[src/rtl/nn_fixed_pkg.sv]
// Shared sign-magnitude fixed-point types and helpers for the neuron datapath.
// Bit N-1 is the sign, bits N-2:0 are the magnitude, and the low FX_Q bits are fraction.
package nn_fixed_pkg;
   localparam int FX_Q = 15;
   localparam int FX_N = 32;

   typedef logic [FX_N-1:0] fx_t;

   typedef enum logic [1:0] {
      ACT_NONE  = 2'd0,
      ACT_RELU  = 2'd1,
      ACT_CLAMP = 2'd2
   } act_e;

   localparam fx_t FX_ONE = fx_t'(1) << FX_Q;

   // A zero magnitude always carries a positive sign.
   function automatic fx_t sm_neg_zero_fix(input fx_t v);
      return (v[FX_N-2:0] == '0) ? '0 : v;
   endfunction
endpackage

[src/rtl/sm_sat_add.sv]
// Combinational saturating sign-magnitude adder; a drop-in replacement for qadd.
// Zero latency; never produces negative zero.
module sm_sat_add #(
   parameter int Q = 15,
   parameter int N = 32
) (
   input  logic [N-1:0] a,
   input  logic [N-1:0] b,
   output logic [N-1:0] sum
);
   if (Q < 0 || Q > N - 2) begin : g_bad_q
      $error("sm_sat_add: Q out of range for N");
   end

   logic         sa;
   logic         sb;
   logic [N-2:0] ma;
   logic [N-2:0] mb;
   logic [N-1:0] msum;
   logic [N-2:0] mag;
   logic         sgn;

   always_comb begin
      sa   = a[N-1];
      sb   = b[N-1];
      ma   = a[N-2:0];
      mb   = b[N-2:0];
      msum = {1'b0, ma} + {1'b0, mb};
      mag  = '0;
      sgn  = 1'b0;
      if (sa == sb) begin
         // The carry out of the magnitude field means the result is out of range.
         sgn = sa;
         mag = msum[N-1] ? '1 : msum[N-2:0];
      end else if (ma >= mb) begin
         sgn = sa;
         mag = ma - mb;
      end else begin
         sgn = sb;
         mag = mb - ma;
      end
      if (mag == '0) sgn = 1'b0;
      sum = {sgn, mag};
   end
endmodule

[src/rtl/neuron_bias_act.sv]
// Captures dot-product results, adds the bias, applies the activation, and queues the results.
// 3-cycle capture-to-valid latency; the pipeline never stalls; a push to a full FIFO is dropped and sets overflow.
module neuron_bias_act
   import nn_fixed_pkg::*;
#(
   parameter int Q     = FX_Q,
   parameter int N     = FX_N,
   parameter int ACT   = 1,
   parameter int DEPTH = 4
) (
   input  logic         clk,
   input  logic         rst_n,
   input  logic [N-1:0] dot_result,
   input  logic         dot_done,
   input  logic [N-1:0] bias,
   output logic [N-1:0] out_data,
   output logic         out_valid,
   input  logic         out_ready,
   input  logic         clear_ovf,
   output logic         overflow,
   output logic         busy
);
   localparam int           AW       = $clog2(DEPTH);
   localparam act_e         ACT_MODE = act_e'(ACT[1:0]);
   localparam logic [N-2:0] LIM      = {{(N-2){1'b0}}, 1'b1} << Q;

   logic         done_q;
   logic         cap;
   logic         v0, v1, v2;
   logic [N-1:0] d0, b0, s1, s2;
   logic [N-1:0] sum;
   logic [N-1:0] act_val;

   assign cap = dot_done & ~done_q;

   sm_sat_add #(.Q(Q), .N(N)) u_add (
      .a   (d0),
      .b   (b0),
      .sum (sum)
   );

   always_comb begin
      act_val = s1;
      case (ACT_MODE)
         ACT_RELU:  if (s1[N-1]) act_val = '0;
         ACT_CLAMP: if (s1[N-2:0] > LIM) act_val = {s1[N-1], LIM};
         default:   act_val = s1;
      endcase
   end

   // done_q resets high so a dot_done already asserted at reset release is ignored.
   always_ff @(posedge clk or negedge rst_n) begin
      if (!rst_n) begin
         done_q <= 1'b1;
         v0     <= 1'b0;
         v1     <= 1'b0;
         v2     <= 1'b0;
         d0     <= '0;
         b0     <= '0;
         s1     <= '0;
         s2     <= '0;
      end else begin
         done_q <= dot_done;
         v0     <= cap;
         v1     <= v0;
         v2     <= v1;
         if (cap) begin
            d0 <= dot_result;
            b0 <= bias;
         end
         if (v0) s1 <= sum;
         if (v1) s2 <= act_val;
      end
   end

   assign busy = v0 | v1 | v2;

   logic [N-1:0]  mem [DEPTH];
   logic [AW-1:0] wptr, rptr;
   logic [AW:0]   count;
   logic [N-1:0]  last_q;
   logic          pop, full, push_ok, drop;

   assign out_valid = (count != '0);
   assign pop       = out_valid & out_ready;
   assign full      = (count == DEPTH[AW:0]);
   assign push_ok   = v2 & (~full | pop);
   assign drop      = v2 & full & ~pop;
   assign out_data  = out_valid ? mem[rptr] : last_q;

   always_ff @(posedge clk) begin
      if (push_ok) mem[wptr] <= sm_neg_zero_fix(s2);
   end

   always_ff @(posedge clk or negedge rst_n) begin
      if (!rst_n) begin
         wptr     <= '0;
         rptr     <= '0;
         count    <= '0;
         last_q   <= '0;
         overflow <= 1'b0;
      end else begin
         if (push_ok) wptr <= wptr + 1'b1;
         if (pop) begin
            rptr   <= rptr + 1'b1;
            last_q <= mem[rptr];
         end
         case ({push_ok, pop})
            2'b10:   count <= count + 1'b1;
            2'b01:   count <= count - 1'b1;
            default: count <= count;
         endcase
         if (drop) overflow <= 1'b1;
         else if (clear_ovf) overflow <= 1'b0;
      end
   end
endmodule

[config.mk]
export PLATFORM = sky130hd
export DESIGN_NAME = neuron_bias_act
export DESIGN_NICKNAME = d
export VERILOG_FILES = /design/src/rtl/nn_fixed_pkg.sv /design/src/rtl/sm_sat_add.sv /design/src/rtl/neuron_bias_act.sv
export SDC_FILE = /design/constraint.sdc
export NUM_CORES = 1
export LEC_CHECK = 0
export CAP_MARGIN = 20
export CORE_ASPECT_RATIO = 1.2
export CORE_UTILIZATION = 55
export CTS_CLUSTER_SIZE = 24
export DETAILED_ROUTE_END_ITERATION = 16
export PLACE_DENSITY_LB_ADDON = 0.15
export SLEW_MARGIN = 20
export SYNTH_ARGS = -nofsm -noshare
export SYNTH_HDL_FRONTEND = slang
export SYNTH_SLANG_ARGS = --single-unit
[constraint.sdc]
create_clock -name clk -period 3.7 [get_ports clk]
set_clock_uncertainty 0.15 [all_clocks]
set_input_delay 0.74 -clock clk [delete_from_list [all_inputs] [get_ports clk]]
set_output_delay 0.74 -clock clk [all_outputs]
set_load 0.005 [all_outputs]
# Yosys cells after proc, flatten, opt, wreduce, memory -nomap -nowiden
# Memory sizes are Yosys's and may differ from the RTL's.
# Index checks and enable logic that the tools add are counted.
[totals] output_inout_bits=35 register_bits=172 ramBits=128 mem_count=1
[mem_list] name="mem" depth=4 word_bits=32 rd=1 rd_clocked_by_memory_dff=0 wr=1 line="neuron_bias_act.sv:78" text="logic [N-1:0] mem [DEPTH];"
[op_classes] muxes=14 magnitude_cmp=1 add_sub_neg=7 n_reduce_logical=5 eq_ne=4 bitwise_logic=11
[op_table] op="$mux W31" n=4
[op_table] op="$mux W32" n=2
[op_table] op="$logic_not A31 Y1" n=2
[op_table] op="$sub A31 B31 Y31" n=2
[op_table] op="$add A31 B31 Y32" n=1
[op_table] op="$ge A31 B31 Y1" n=1
[op_table] op="$mux W1" n=7
[op_table] op="$pmux W3 S2" n=1
[op_table] op="$and A1 B1 Y1" n=5
[op_table] op="$add A2 B1 Y2 const B" n=2
[op_table] op="$reduce_bool A2 Y1" n=2
[op_table] op="$add A3 B1 Y3 const B" n=1
[op_table] op="$eq A3 B3 Y1 const B" n=1
[op_table] op="$not A1 Y1" n=3
[op_table] op="$or A1 B1 Y1" n=3
[op_table] op="$reduce_bool A3 Y1" n=1
[op_table] op="$sub A3 B1 Y3 const B" n=1
[op_table] op="$eq A2 B1 Y1 const B" n=1
[op_table] op="$eq A2 B2 Y1 const B" n=1
[op_table] op="$eq A1 B1 Y1" n=1

# Depth between registers and ports, before layout
[logic_depth] depth_word=6 mapped_depth=18 mapped_depth_nobuf=15

# Cells and area by module
# A second synthesis with hierarchy kept.
[hier_totals] cells_unflattened=1634 area_unflattened_um2=18074.8
[by_module_without_submodules] mod="neuron_bias_act" instances=1 area_each_um2=11901.4 cells_each=692 seq_area_each_um2=7978.9
[by_module_without_submodules] mod="sm_sat_add" instances=1 area_each_um2=6173.4 cells_each=942 seq_area_each_um2=0.0

# Worst setup path after synthesis
# No wires, ideal clock.
[synth_timing] path_type="register to register" startpoint="register d0[1]" endpoint="register s1[31]" path_slack_ps=-166 required_ps=3426 n_path_buf=1 synth_period_minus_slack_ps=3866 arrival_time_ps=3592 path_stages_with_launch=16 path_cell_list="dfrtp_1 > inv_1 > ha_1 > nand2b_1 > a21o_1 > a22o_1 > o31a_1 > o31ai_4 > buf_6 > mux2i_1 > xnor2_2 > a21oi_1 > or4_1 > nor4_1 > and4_1 > a21oi_1"
[synth_via] elab_chain_cells=5 word_cells_on_any_way=11 cone_classes="3 x add/sub; 1 x order compare; 6 x mux; 1 x reduce/logical"
[synth_lines] item="start, declared" line="neuron_bias_act.sv:30" text="logic [N-1:0] d0, b0, s1, s2;"
[synth_lines] item="start signal, assigned" line="neuron_bias_act.sv:68" text="d0 <= dot_result;"
[synth_lines] item="$add A31 B31 Y32 (tied with other cells)" line="sm_sat_add.sv:28" text="msum = {1'b0, ma} + {1'b0, mb};"
[synth_lines] item="$mux W31, on equally long branches" line="sm_sat_add.sv:34, sm_sat_add.sv:35"
[synth_lines] item="$mux W31" line="sm_sat_add.sv:31" text="if (sa == sb) begin"
[synth_lines] item="$logic_not A31 Y1" line="sm_sat_add.sv:42" text="if (mag == '0) sgn = 1'b0;"
[synth_lines] item="$mux W1 *" line="sm_sat_add.sv:42"
[synth_lines] item="end signal, assigned" line="neuron_bias_act.sv:71" text="if (v0) s1 <= sum;"
[synth_lines] item="end, declared" line="neuron_bias_act.sv:30"
# Every way passes the cells marked *; elsewhere a longest branch is shown, timed or not.
# A chain may end at the register's enable or synchronous reset.

# Worst setup path in the final report
[layout_timing] startpoint="register d0[24]" endpoint="register s1[31]"
# The elaborated chain is that of the path after synthesis.

==> metrics.md <==
| Metric | Value |
|---|---|
| Largest cells by area after synthesis | dfrtp_1 (25%), edfxtp_1 (22%), ha_1 (7.7%) |
| Post-route ant nets | 0 |
| Rows | 70 |
| Final core utilization | between 70% and 80% |
| Syn avg cell area | 10.4 µm² |
| Global-route met2 utilization | roughly 61% |
| CP Launch Type | flip-flop |
| Cell area after synthesis | roughly 17000 µm² |
| CTS max path bufs | 3 |
| Vias per Instance | 5.87 |
| Htree depth | 1 |
| Critical Path AT | between 4 and 5 ns |
| M3 GR Usage | 2.83% |
| Drt wl/cell | 21.1 µm |
| Crit. Startpoint | d0[24]$_DFFE_PN0P_ |
| Normalized max-slew margin | 42.9% |
| Clock root buffer | clkbuf_16 |
| FF+latch count, synth | 294 |
| Worst path cell trace | inv_1 -> ha_2 -> nand4_1 -> nor4_2 -> buf_4 -> a41oi_2 -> o211a_2 -> buf_4 -> o31ai_4 -> buf_6 -> buf_12 -> buf_6 -> mux2_4 -> o32ai_2 -> nor2_1 -> a21oi_2 -> buf_4 -> and3_1 -> and4_1 -> a21oi_1 |
| Most frequent cells in the layout | buf_4 (414), dfrtp_1 (166), o21ai_0 (143) |
| Core area | 30700 µm² |
| Clk pin slew, worst setup/hold paths | 0.06 ns |
| Final-report hold violation count | 0 |
| Violated checks | setup timing |
| Synth Net Count | 1841 |
| Setup WS post-layout | -0.309 ns |
| Area delta synth->final | 35.8% |
| Final setup viols | 5 |
| GR peak layer | met2 |
| # diodes | 0 |
| Gr ovfl total | 0 |
| Crit-path max cell delay | about 0.38 ns |
| Post-synth EDFFs | between 100 and 150 |
| Detailed Route Iter0 Violations | about 1000 |
| First-pass GRT wire length | about 83 mm |
| # IOs | 104 |
| Crit Path Category | flip-flop to flip-flop |
| Number of max-cap violations | 0 |
| Fraction of registers with async set/reset | a little under 60% |
| Fin. max-slew vios | 0 |
| Fin cells | 2523 |
| Die area | 32000 µm² |
| All-layer global routing usage | 33.3% |
| Commonest non-fill, non-tap cell in the layout | buf_4 |
| CTS tree | built |
| Gpl congestion | 0.999 |
| VDD IR max | 0.848 mV |
| Max Clock Freq | 0.249 GHz |
| CP max stage cell | ha_2 |
| Drt first pass iters | 5 |
| Cells after DPL | 2444 |
| Outcome | finished, violations left |
| Post-synth top area share | 24.5% |
| Worst-Margin Slew | 0.856 ns |
| Worst-Skew Late Latency | 0.57 ns |
| Share of layout cells above drive strength 1 | 34.3% |
| Netlist cell types | 87 |
| Clock net sink count | 294 |
| Warnings from Yosys | 0 |
| Final worst path period share | 108% |
| Initial antenna violation count | 0 |
| Unrepaired setup endpoints after global routing | true |
| Via count | approximately 15k |
| Leak | 9.97 nW |
| Pin count of the biggest net entering global routing | 71 |
| Starting density of the core | 56.2% |
| Vias in the first global route | 15.3k |
| Die W | 164 µm |
| DPL Wire Length | 39.4 mm |
| Synth Flop Type | dfrtp_1 |
| Met1 track demand over resource | about two fifths |
| DRC | 0 |
| Sequential cell area fraction in the yosys report | 46.3% |
| Worst R2R Start | d0[24]$_DFFE_PN0P_ |
| Fin nets | 2282 |
| Hold Path Class | primary input to async pin |
| CTS buffer count | 30 |
| Die Y | roughly 200 µm |
| Port Buf Inserts | 102 |
| Critical path's most frequent cell | buf_4 |
| Power Density | around 670 nW/µm² |
| Tmin final | 4.01 ns |
| Post-synth top area cell | dfrtp_1 |
| Wirelength, routed | 53.2 mm |
| Crit end category | flip-flop |
| Critical Path Fanout Max | 4 |
| Required time of the critical path | about 4.0 ns |
| Gate Count Post-Synth | 1662 |
-- path summary, 6_finish.rpt --
kind / endpoint / slack (ns) / depth (start not counted)
setup / recovery: s1[31]$_DFFE_PN0P_ / -0.31 / 20
hold / removal: last_q[14]$_DFFE_PN0P_ / 0.04 / 1
setup reg to reg: s1[31]$_DFFE_PN0P_ / -0.31 / 20
hold reg to reg: count[2]$_DFFE_PN0P_ / 0.34 / 1
max in group asynchronous: last_q[23]$_DFFE_PN0P_ / 2.43 / 2
min in group clk: count[2]$_DFFE_PN0P_ / 0.34 / 1
-- where the power goes --
part | leakage, nW | internal [W] | switching [W]
logic | 6.26 | 0.00405 | 0.00382
clock network | 0.499 | 0.00183 | 0.00125
registers | 3.21 | 0.00425 | 0.000518
-- what timing repair did --
item	4_1_cts	5_1_grt
setup endpoints to repair	12	26
setup buffers	13	14
pin swaps	19	37
resized for setup	58	113
hold buffers	0	0
-- flip-flops by register name, indices dropped and copies added (netlist names), 2 cells and up --
name / flops
b0: 32
count: 3
d0: 32
last_q: 31
mem: 124
rptr: 2
s1: 32
s2: 31
wptr: 2
-- metal layers --
layer  wire length (µm)  up-vias
met2              27700      488
li1                   -     6876
met5                  0        -
met3               2290      136
met1              20900     7306
met4               2370        0
-- cells in the mapped netlist, types with 6 or more instances --
cell type,n
a31oi_1,14
a221oi_1,9
nand2b_1,17
and2_1,12
and3_1,11
nor2_1,80
nor4_1,11
mux2i_1,16
nand2_1,121
o21ai_0,155
o21a_1,14
o211ai_1,9
nand3b_1,34
nand4_1,17
nor3_1,20
a21oi_1,122
edfxtp_1,124
mux2_2,80
buf_2,15
a21o_1,25
o21bai_1,20
xnor2_1,14
inv_1,128
ha_1,106
nor2b_1,13
dfrtp_1,169
o31ai_1,16
a22oi_1,6
o22ai_1,6
clkbuf_1,97
buf_1,8
a211oi_1,12
mux4_2,31
nand3_1,13
or3_1,12
-- kinds of logic (layout without fill, tap and decap cells) --
| kind of cell | after synthesis | in the layout | synth area share [%] |
|---|---|---|---|
| other | 1 | 1 | 0.0218 |
| adders and majority gates | 110 | 110 | 8.16 |
| muxes | 131 | 131 | 10.5 |
| AOI/OAI and AO/OA | 471 | 471 | 17.1 |
| buffers and inverters | 254 | 719 | 5.79 |
| DFF | 294 | 294 | 46.3 |
| xor gates and xnor gates | 19 | 19 | 1.01 |
| and+or+nand+nor | 382 | 382 | 11.1 |
-- area by class of cell --
type / instances / area (µm²)
timing repair buffer: 534 / 4380
fill: 2090 / 7250
tap: 396 / 495
multi-input combinational: 1114 / 9040
inverter: 129 / 484
clock inverter: 20 / 214
clock buffer: 36 / 805
sequential: 294 / 7990
-- critical path, delay by kind of cell, from the launching register on --
kind	cells	cell delay, ns
flip-flops	1	0.34
AO/OA/AOI/OAI	6	0.86
multiplexers	1	0.30
adder cells (fa/ha/maj)	1	0.38
buffers and inverters	7	0.88
AND/OR/NAND/NOR	5	0.99
-- stage by stage --
stage               total power (W)  cell area, µm²  setup WS (ns)  TNS [ns]  hold slack (ns)
finish                       0.0157           23400         -0.309    -0.525           0.0449
floorplan                   0.00840           17200         0.0200         0            0.202
CTS                          0.0153           22800         -0.286    -0.684           0.0838
detailed placement           0.0119           21400         -0.472     -1.84            0.327
global placement             0.0117           21400         -0.447     -1.57            0.316
global route                 0.0165           23400         -0.417     -1.26           0.0952
(Power assumes the default switching activity.)
